### config.mk
export PLATFORM = sky130hd
export DESIGN_NAME = cec_frame_sequencer
export DESIGN_NICKNAME = d
export VERILOG_FILES = /design/src/rtl/cec_frame_sequencer.sv
export SDC_FILE = /design/constraint.sdc
export NUM_CORES = 1
export LEC_CHECK = 0
export CAP_MARGIN = 20
export CELL_PAD_IN_SITES_DETAIL_PLACEMENT = 1
export CELL_PAD_IN_SITES_GLOBAL_PLACEMENT = 1
export CORE_ASPECT_RATIO = 1.4
export CORE_MARGIN = 2
export CORE_UTILIZATION = 49
export DETAILED_ROUTE_END_ITERATION = 10
export PLACE_DENSITY = 0.81
export SETUP_SLACK_MARGIN = 0.02
export SLEW_MARGIN = 20
export SYNTH_ARGS = -nofsm -noshare
export SYNTH_HDL_FRONTEND = slang
export SYNTH_SLANG_ARGS = --single-unit
### constraint.sdc
create_clock -name clk -period 4.1 [get_ports clk]
set_input_delay 0.615 -clock clk [delete_from_list [all_inputs] [get_ports clk]]
set_output_delay 0.615 -clock clk [all_outputs]
set_load 0.005 [all_outputs]
### src/rtl/cec_frame_sequencer.sv
// cec_frame_sequencer
// Buffers one CEC message (header, opcode, operands) and feeds it byte by
// byte to a downstream CEC transmitter. It waits for bus signal-free time
// before the first byte and again before each retransmission. It guards
// every byte result with a 64 ms watchdog.
//
// Build option: define CEC_SEQ_RETRY_EN to retransmit the whole message up
// to MSG_RETRIES times after a rejected byte. Without it, the first
// rejection fails the message.
//
// Ports
//   clk, rst              : clock, synchronous active-high reset
//   msg_wr_en/msg_wr_data : append a byte to the buffer (IDLE only)
//   msg_send              : start transmission of the buffered message
//   msg_busy              : message in flight
//   msg_done/msg_failed   : one-cycle completion pulses
//   msg_count             : bytes currently buffered
//   cec_in                : sampled bus level for free-time detection
//   tx_data_*             : byte handshake with the CEC transmitter
module cec_frame_sequencer #(
    parameter int CLK_KHZ     = 27000,
    parameter int MAX_BYTES   = 16,
    parameter int MSG_RETRIES = 4
) (
    input  logic                           clk,
    input  logic                           rst,
    input  logic                           msg_wr_en,
    input  logic [7:0]                     msg_wr_data,
    input  logic                           msg_send,
    output logic                           msg_busy,
    output logic                           msg_done,
    output logic                           msg_failed,
    output logic [$clog2(MAX_BYTES+1)-1:0] msg_count,
    input  logic                           cec_in,
    output logic                           tx_data_ready,
    output logic [7:0]                     tx_data_out,
    output logic                           tx_data_eom,
    output logic                           tx_data_broadcast,
    input  logic                           tx_data_acknowledged,
    input  logic                           tx_data_rejected
);
    localparam int CW    = $clog2(MAX_BYTES+1);
    localparam int IW    = (MAX_BYTES > 1) ? $clog2(MAX_BYTES) : 1;
    localparam int RW    = (MSG_RETRIES > 0) ? $clog2(MSG_RETRIES+1) : 1;
    // 2.4 ms bit period: 5 bits = 12 ms, 3 bits = 7.2 ms
    localparam int FREE5 = 12 * CLK_KHZ;
    localparam int FREE3 = (36 * CLK_KHZ) / 5;
    localparam int WDOG  = 64 * CLK_KHZ;
    localparam int FW    = $clog2(FREE5+1);
    localparam int WW    = $clog2(WDOG+1);

    localparam logic [FW-1:0] F5_LAST = FW'(FREE5 - 1);
    localparam logic [FW-1:0] F3_LAST = FW'(FREE3 - 1);
    localparam logic [FW-1:0] F_SAT   = FW'(FREE5);
    localparam logic [WW-1:0] W_LAST  = WW'(WDOG - 1);
    localparam logic [WW-1:0] W_SAT   = WW'(WDOG);

    typedef enum logic [2:0] {IDLE, WAIT_FREE, PRESENT, WAIT_RESULT, FINISH} state_t;

    state_t        state_q, state_d;
    logic [7:0]    mem_q [MAX_BYTES];
    logic [CW-1:0] cnt_q, cnt_d;
    logic [IW-1:0] idx_q, idx_d;
    logic [RW-1:0] att_q, att_d;
    logic [FW-1:0] free_q, free_d;
    logic [WW-1:0] wd_q, wd_d;
    logic          retry_q, retry_d;
    logic          done_q, done_d, fail_q, fail_d;
    logic          bcast_q, bcast_d, eom_q, eom_d;
    logic [7:0]    txd_q, txd_d;
    logic          wr_ok, can_retry;
    logic [FW-1:0] free_last;

    assign free_last = retry_q ? F3_LAST : F5_LAST;

`ifdef CEC_SEQ_RETRY_EN
    assign can_retry = (att_q != '0);
`else
    // The retry budget is still tracked but never consulted.
    assign can_retry = 1'b0;
`endif

    always_comb begin
        state_d = state_q;
        cnt_d   = cnt_q;
        idx_d   = idx_q;
        att_d   = att_q;
        free_d  = '0;
        wd_d    = '0;
        retry_d = retry_q;
        done_d  = 1'b0;
        fail_d  = 1'b0;
        bcast_d = bcast_q;
        txd_d   = txd_q;
        eom_d   = eom_q;
        wr_ok   = 1'b0;
        case (state_q)
            IDLE: begin
                if (msg_send && cnt_q != '0) begin
                    state_d = WAIT_FREE;
                    idx_d   = '0;
                    att_d   = RW'(MSG_RETRIES);
                    retry_d = 1'b0;
                    bcast_d = (mem_q[0][3:0] == 4'hF);
                end else if (msg_wr_en && cnt_q < CW'(MAX_BYTES)) begin
                    wr_ok = 1'b1;
                    cnt_d = cnt_q + CW'(1);
                end
            end
            WAIT_FREE: begin
                // The counter clears whenever the bus is seen low.
                if (cec_in) begin
                    if (free_q >= free_last) state_d = PRESENT;
                    else free_d = (free_q == F_SAT) ? free_q : free_q + FW'(1);
                end
            end
            PRESENT: state_d = WAIT_RESULT;
            WAIT_RESULT: begin
                // A rejection takes priority over a simultaneous ack.
                if (tx_data_rejected) begin
                    if (can_retry) begin
                        att_d   = att_q - RW'(1);
                        idx_d   = '0;
                        retry_d = 1'b1;
                        state_d = WAIT_FREE;
                    end else begin
                        fail_d  = 1'b1;
                        state_d = FINISH;
                    end
                end else if (tx_data_acknowledged) begin
                    if (eom_q) begin
                        done_d  = 1'b1;
                        state_d = FINISH;
                    end else begin
                        idx_d   = idx_q + IW'(1);
                        state_d = PRESENT;
                    end
                end else if (wd_q >= W_LAST) begin
                    fail_d  = 1'b1;
                    state_d = FINISH;
                end else begin
                    wd_d = (wd_q == W_SAT) ? wd_q : wd_q + WW'(1);
                end
            end
            FINISH:  state_d = IDLE;
            default: state_d = IDLE;
        endcase
        // Byte and eom are latched on entry to PRESENT and then held.
        if (state_d == PRESENT) begin
            txd_d = mem_q[idx_d];
            eom_d = (CW'(idx_d) == cnt_q - CW'(1));
        end
        if (state_d == FINISH) begin
            cnt_d   = '0;
            bcast_d = 1'b0;
        end
    end

    always_ff @(posedge clk) begin
        if (rst) begin
            state_q <= IDLE;
            cnt_q   <= '0;
            idx_q   <= '0;
            att_q   <= '0;
            free_q  <= '0;
            wd_q    <= '0;
            retry_q <= 1'b0;
            done_q  <= 1'b0;
            fail_q  <= 1'b0;
            bcast_q <= 1'b0;
            txd_q   <= '0;
            eom_q   <= 1'b0;
        end else begin
            state_q <= state_d;
            cnt_q   <= cnt_d;
            idx_q   <= idx_d;
            att_q   <= att_d;
            free_q  <= free_d;
            wd_q    <= wd_d;
            retry_q <= retry_d;
            done_q  <= done_d;
            fail_q  <= fail_d;
            bcast_q <= bcast_d;
            txd_q   <= txd_d;
            eom_q   <= eom_d;
        end
    end

    // Buffer storage needs no reset; msg_count defines what is valid.
    always_ff @(posedge clk) begin
        if (wr_ok) mem_q[cnt_q[IW-1:0]] <= msg_wr_data;
    end

    assign msg_busy          = (state_q == WAIT_FREE) || (state_q == PRESENT) ||
                               (state_q == WAIT_RESULT);
    assign tx_data_ready     = (state_q == PRESENT);
    assign msg_done          = done_q;
    assign msg_failed        = fail_q;
    assign msg_count         = cnt_q;
    assign tx_data_out       = txd_q;
    assign tx_data_eom       = eom_q;
    assign tx_data_broadcast = bcast_q;
endmodule
Word level (Yosys, flattened, before mapping)
Memories as Yosys holds them, arrays and structs flattened. A register that Yosys moved wholly into a read port is not among the register bits.
Cells that the tools add are included.

word-level totals
  flip-flop bits (word level) = 56
  bits in writable memories = 128
  input bits = 15
  output and inout port bits = 19
  word-level logic and storage cells = 67
  memories = 1

operators by class
  $add $sub $neg = 5
  order comparisons = 3
  equal/unequal tests = 9
  multiplexer cells = 22
  bitwise logic cells = 5
  reductions and logical operators = 13

memories
  name   words  bits a word  rd ports  clocked after Yosys merged registers in  write ports  RTL line  RTL
  mem_q  16     8            2         1                                        1            61        logic [7:0] mem_q [MAX_BYTES];

operator list
  cell                   number
  $add 21x1->21 const B  1
  $eq 21x21->1 const B   1
  $ge 21x21->1 const B   1
  $mux 3                 7
  $add 19x1->19 const B  1
  $eq 19x19->1 const B   1
  $ge 19x19->1 const B   1
  $mux 4                 4
  $pmux 3 s4             1
  $eq 3x2->1 const B     3
  $mux 1                 9
  $pmux 4 s2             1
  $reduce_or 4->1        2
  $add 5x1->5 const B    1
  $eq 4x5->1             1
  $lt 5x5->1 const B     1
  $not 1->1              5
  $reduce_bool 5->1      1
  $reduce_or 5->1        1
  $sub 5x1->5 const B    1
  $add 4x1->4 const B    1
  $eq 4x4->1 const B     1
  $reduce_or 2->1        2
  $eq 3x1->1 const B     1
  6 further kinds        8

Longest topological paths before layout
  depth in word-level cells = 7
  gate-level depth with buffers = 12
  mapped depth without buffers = 9

Least setup slack after synthesis
Ideal clock, no wire load.

  kind = register to register
  from = reg cnt_q[0], in the netlist msg_count[0]
  to = mem mem_q[3][0] (enable)
  library setup time = 0.383 ns
  data arrival time = 2.523 ns
  data required time = 3.717 ns
  slack = 1.194 ns
  stages on the path, launching flop included = 8
  period minus slack after synthesis = 2.906 ns
  path through = dfxtp_1 > inv_1 > ha_1 > or4b_1 > clkbuf_1 > a21oi_1 > nand2_1 > nor3_1

between the ends
  longest elaborated chain between the ends = 7
  elaborated cells between the ends (all ways) = 9
  classes of those cells = 1 x order compare; 5 x mux; 3 x reduce/logical

RTL lines
  what                          RTL line  RTL
  start: declaration            62        logic [CW-1:0] cnt_q, cnt_d;
  start signal: assignment      175       cnt_q <= cnt_d;
  $lt 5x5->1                    105       end else if (msg_wr_en && cnt_q < CW'(MAX_BYTES)) begin
  $logic_and 1x1->1             105
  $mux 1                        105
  $mux 1                        99        if (msg_send && cnt_q != '0) begin
  $mux 1                        97        case (state_q)
  $mux 1                        191       if (wr_ok) mem_q[cnt_q[IW-1:0]] <= msg_wr_data;
  $mux 1 (not written as such)  191
  end: declaration              61

Parallel ways exist; a longest one is shown, timed or not.

Worst setup path in the final report
  from = reg cnt_q[0], in the netlist msg_count[0]
  to = reg txd_q[2], in the netlist tx_data_out[2], read port of mem_q

between the ends
  longest elaborated chain between the ends = 5
  elaborated cells between the ends (all ways) = 7
  classes of those cells = 1 x eq/ne; 4 x mux; 2 x reduce/logical

RTL lines
  what                   RTL line  RTL
  $reduce_bool 5->1 (*)  99
  $logic_and 1x1->1 (*)  99
  $mux 3                 99
  $pmux 3 s4             97
  $eq 3x2->1             149       if (state_d == PRESENT) begin
  end: declaration       70        logic [7:0] txd_q, txd_d;

Mark *: on every way between the ends. The rest lies on a longest branch, timed or not.
A chain may end at the register's enable or synchronous reset.

==> metrics.md <==
| Metric | Value |
|---|---|
| Crit path from | `msg_count[0]$_SDFFE_PP0P_` |
| Min Hold Slack | `0.5076 ns` |
| Most used DFF post-synth | `edfxtp_1` |
| Hold_sp | `tx_data_broadcast$_SDFFE_PP0P_` |
| Ys Warns | `0` |
| # diodes | `0` |
| Final Cycle Share | `88.10%` |
| Hold Crit Class | `reg -> reg` |
| FP Rows | `56` |
| Setup violations, final | `0` |
| Leak pwr | `3.297 nW` |
| Max-slew headroom | `33.97%` |
| GR Overflow Total | `0` |
| Share of the synthesized area in the top cell type | `between 40% and 50%` |
| Final hold vios | `0` |
| Clock Tree Buf Depth | `2` |
| CP Launch Type | `flip-flop` |
| Unrepaired setup endpoints after global routing | `false` |
| Bufs and invs on worst path | `2` |
| Die Y | `approximately 160 um` |
| CTS resizes | `0` |
| TritonCTS Sinks | `192` |
| Pre-CTS setup slack | `0.4988 ns` |
| CP max-delay cell | `or4b_1` |
| TritonCTS clock tree | `yes` |
| Final setup margin | `0.4881 ns` |
| Mapped Cells | `734` |
| Initial Util | `approximately 50%` |
| Largest net degree at the start of global routing | `57` |
| Post-Syn Nets | `758` |
| Overall routing resource usage | `26.22%` |
| Placed cells | `951` |
| Antenna Nets Post-Route | `0` |
| Detail Placement HPWL | `around 16,000 um` |
| CP Max Fanout | `20` |
| Worst Setup End Kind | `flip-flop` |
| Required @ worst endpoint | `4.42 ns` |
| EDFF count, synth | `128` |
| Max IR drop VDD | `0.3570 mV` |
| Power Density | `409.6 nW/um^2` |
| Arrival @ worst endpoint | `approximately 4 ns` |
| # IOs | `34` |
| Final instance count without filler cells | `983` |
| Global-route wire length before repair | `36,070 um` |
| Worst clock skew | `0.01314 ns` |
| Vias | `6,073` |
| Setup TNS | `0 ns` |
| Max Freq | `between 0.2 and 0.3 GHz` |
| Initial antenna violation count | `0` |
| Register area share after synthesis | `60.73%` |
| CP peak stage delay | `0.59 ns` |
| Core area | `between 15,000 and 20,000 um^2` |
| Ordered cell list for the critical path | `inv_1 > ha_1 > or4b_1 > a32o_1 > a21oi_4 > buf_4 > nand2_1 > a31oi_1 > a32oi_1 > a311oi_1` |
| #FFs+latches synth | `192` |
| Hold Buf Count CTS | `0` |
| Layout cells sized above 1 | `7.692%` |
| Num CTS Buffers | `17` |
| Port Buf Inserts | `33` |
| Avg Vias per Cell | `6.178` |
| NumNets Final | `~790` |
| Max-cap viol count | `0` |
| Commonest cells after routing, fill and taps aside | `edfxtp_1, nor2_1, nand2_1, dfxtp_1, a21oi_1` |
| Synth-to-Final Area Change | `12.44%` |
| Depth of the CTS H-tree | `4` |
| Netlist cell types | `63` |
| Post-synthesis instance area | `8439 um^2` |
| Number of global-route vias before repair | `6,459` |
| CTS clk-pin slew, worst paths | `roughly 0.070 ns` |
| Wire per inst | `around 24 um` |
| Clock Latency Late Sink | `0.43 ns` |
| Area of the die | `18,300 um^2` |
| Total power | `a little under 4 mW` |
| Critical path's top delay family | `compound AO/OA/AOI/OAI gates` |
| Synth area leader | `edfxtp_1` |
| Tmin final | `3.612 ns` |
| Clk root buf | `clkbuf_16` |
| Initial DRC count | `521` |
| Worst Tran Pin Value | `0.9868 ns` |
| Filler Cell Count | `1,728` |
| Die X | `114.9 um` |
| Status | `completed` |
| Gpl congestion | `about 0.9` |
| Commonest non-fill, non-tap cell in the layout | `edfxtp_1` |
| Fin. max-slew vios | `0` |
| Final WL | `23,120 um` |
| Post-CTS setup buffer count | `0` |
| Synth area leaders | `edfxtp_1, dfxtp_1, mux2i_1` |
| Critical R2R Launch | `msg_count[0]$_SDFFE_PP0P_` |
| Remaining DRCs | `0` |
| Post-synth ARST share | `0%` |
| Avg Cell Area, Syn | `approximately 11 um^2` |
| Router iterations before antenna repair | `5` |
| Critical Setup Path Class | `reg -> reg` |
## final timing paths
path / to / slack [ns] / depth (start not counted)
min reg2reg: tx_data_broadcast$_SDFFE_PP0P_ / 0.51 / 2
max reg2reg: tx_data_out[2]$_SDFFE_PP0N_ / 0.49 / 10
max: tx_data_out[2]$_SDFFE_PP0N_ / 0.49 / 10
min: tx_data_broadcast$_SDFFE_PP0P_ / 0.51 / 2
## metal layers
layer  part of all wire (%)  GRT usage [%]
met1                     37          30.57
met2                     54          46.47
met4                    3.6          11.28
met3                    5.2          4.834
met5                      0              0
## state kept, by name (all words and copies together) (netlist names), 3 cells and up
signal,flops
free_q,19
mem_q,128
idx_q,4
wd_q,21
msg_count,5
tx_data_out,8
state_q,3
## where the power goes
group	switching [mW]	internal (mW)	total, mW
clock network	0.697	0.827	1.52
registers	0.0238	2.10	2.12
logic	0.154	0.0873	0.241
## stage by stage
stage | utilization (%) | instance area, um^2
after floorplan | - | 8439
after global placement | 53.28 | 8960
after detailed placement | 53.28 | 8960
after CTS | 56.43 | 9489
after global routing | 56.43 | 9489
final | 56.43 | 9489
## synth_stat cells (3+ instances only)
cell,instances
buf_4,5
inv_1,13
a221oi_1,7
mux2_2,9
nor2_1,89
o22ai_1,9
a311oi_1,8
buf_2,11
nor2b_1,4
edfxtp_1,128
a32oi_1,8
and4_1,5
xor2_1,28
nor3_1,12
and3_1,6
nand3_1,27
nand2_1,83
xnor2_1,15
clkbuf_1,12
a31oi_1,11
nor4bb_1,3
a21oi_1,41
a211oi_1,3
nand2b_1,11
mux2i_1,34
dfxtp_1,64
o21ai_0,18
nand4_1,12
ha_1,9
buf_6,3
nor4_1,4
o21bai_1,3
## worst min-delay path, delay by kind of cell, from the launching register on
kind	cells	cell delay [ns]
DFF	1	0.33
AOI/OAI and AO/OA	2	0.13
## final cells by class
type | count | area [um^2] | share of cell area, %
multi-input cells | 497 | 3092 | 32.58
clock buffers | 19 | 432.9 | 4.562
flip-flops and latches | 192 | 5125 | 54.01
well taps | 203 | 254.0 | 2.677
inverters | 13 | 48.80 | 0.5142
repair buffers | 46 | 440.4 | 4.641
clock inverters | 13 | 96.34 | 1.015
## logic make-up (layout without fill, tap and decap cells)
group           after synthesis  after routing  synth area share [%]
buf+inv                      45             91                 2.654
fa+ha+maj                     9              9                 1.334
xor+xnor                     43             43                 4.463
simple gates                271            271                 15.02
compound gates              129            129                 10.04
mux                          45             45                 5.767
flops                       192            192                 60.73
Power figures use the tool's default switching activity.
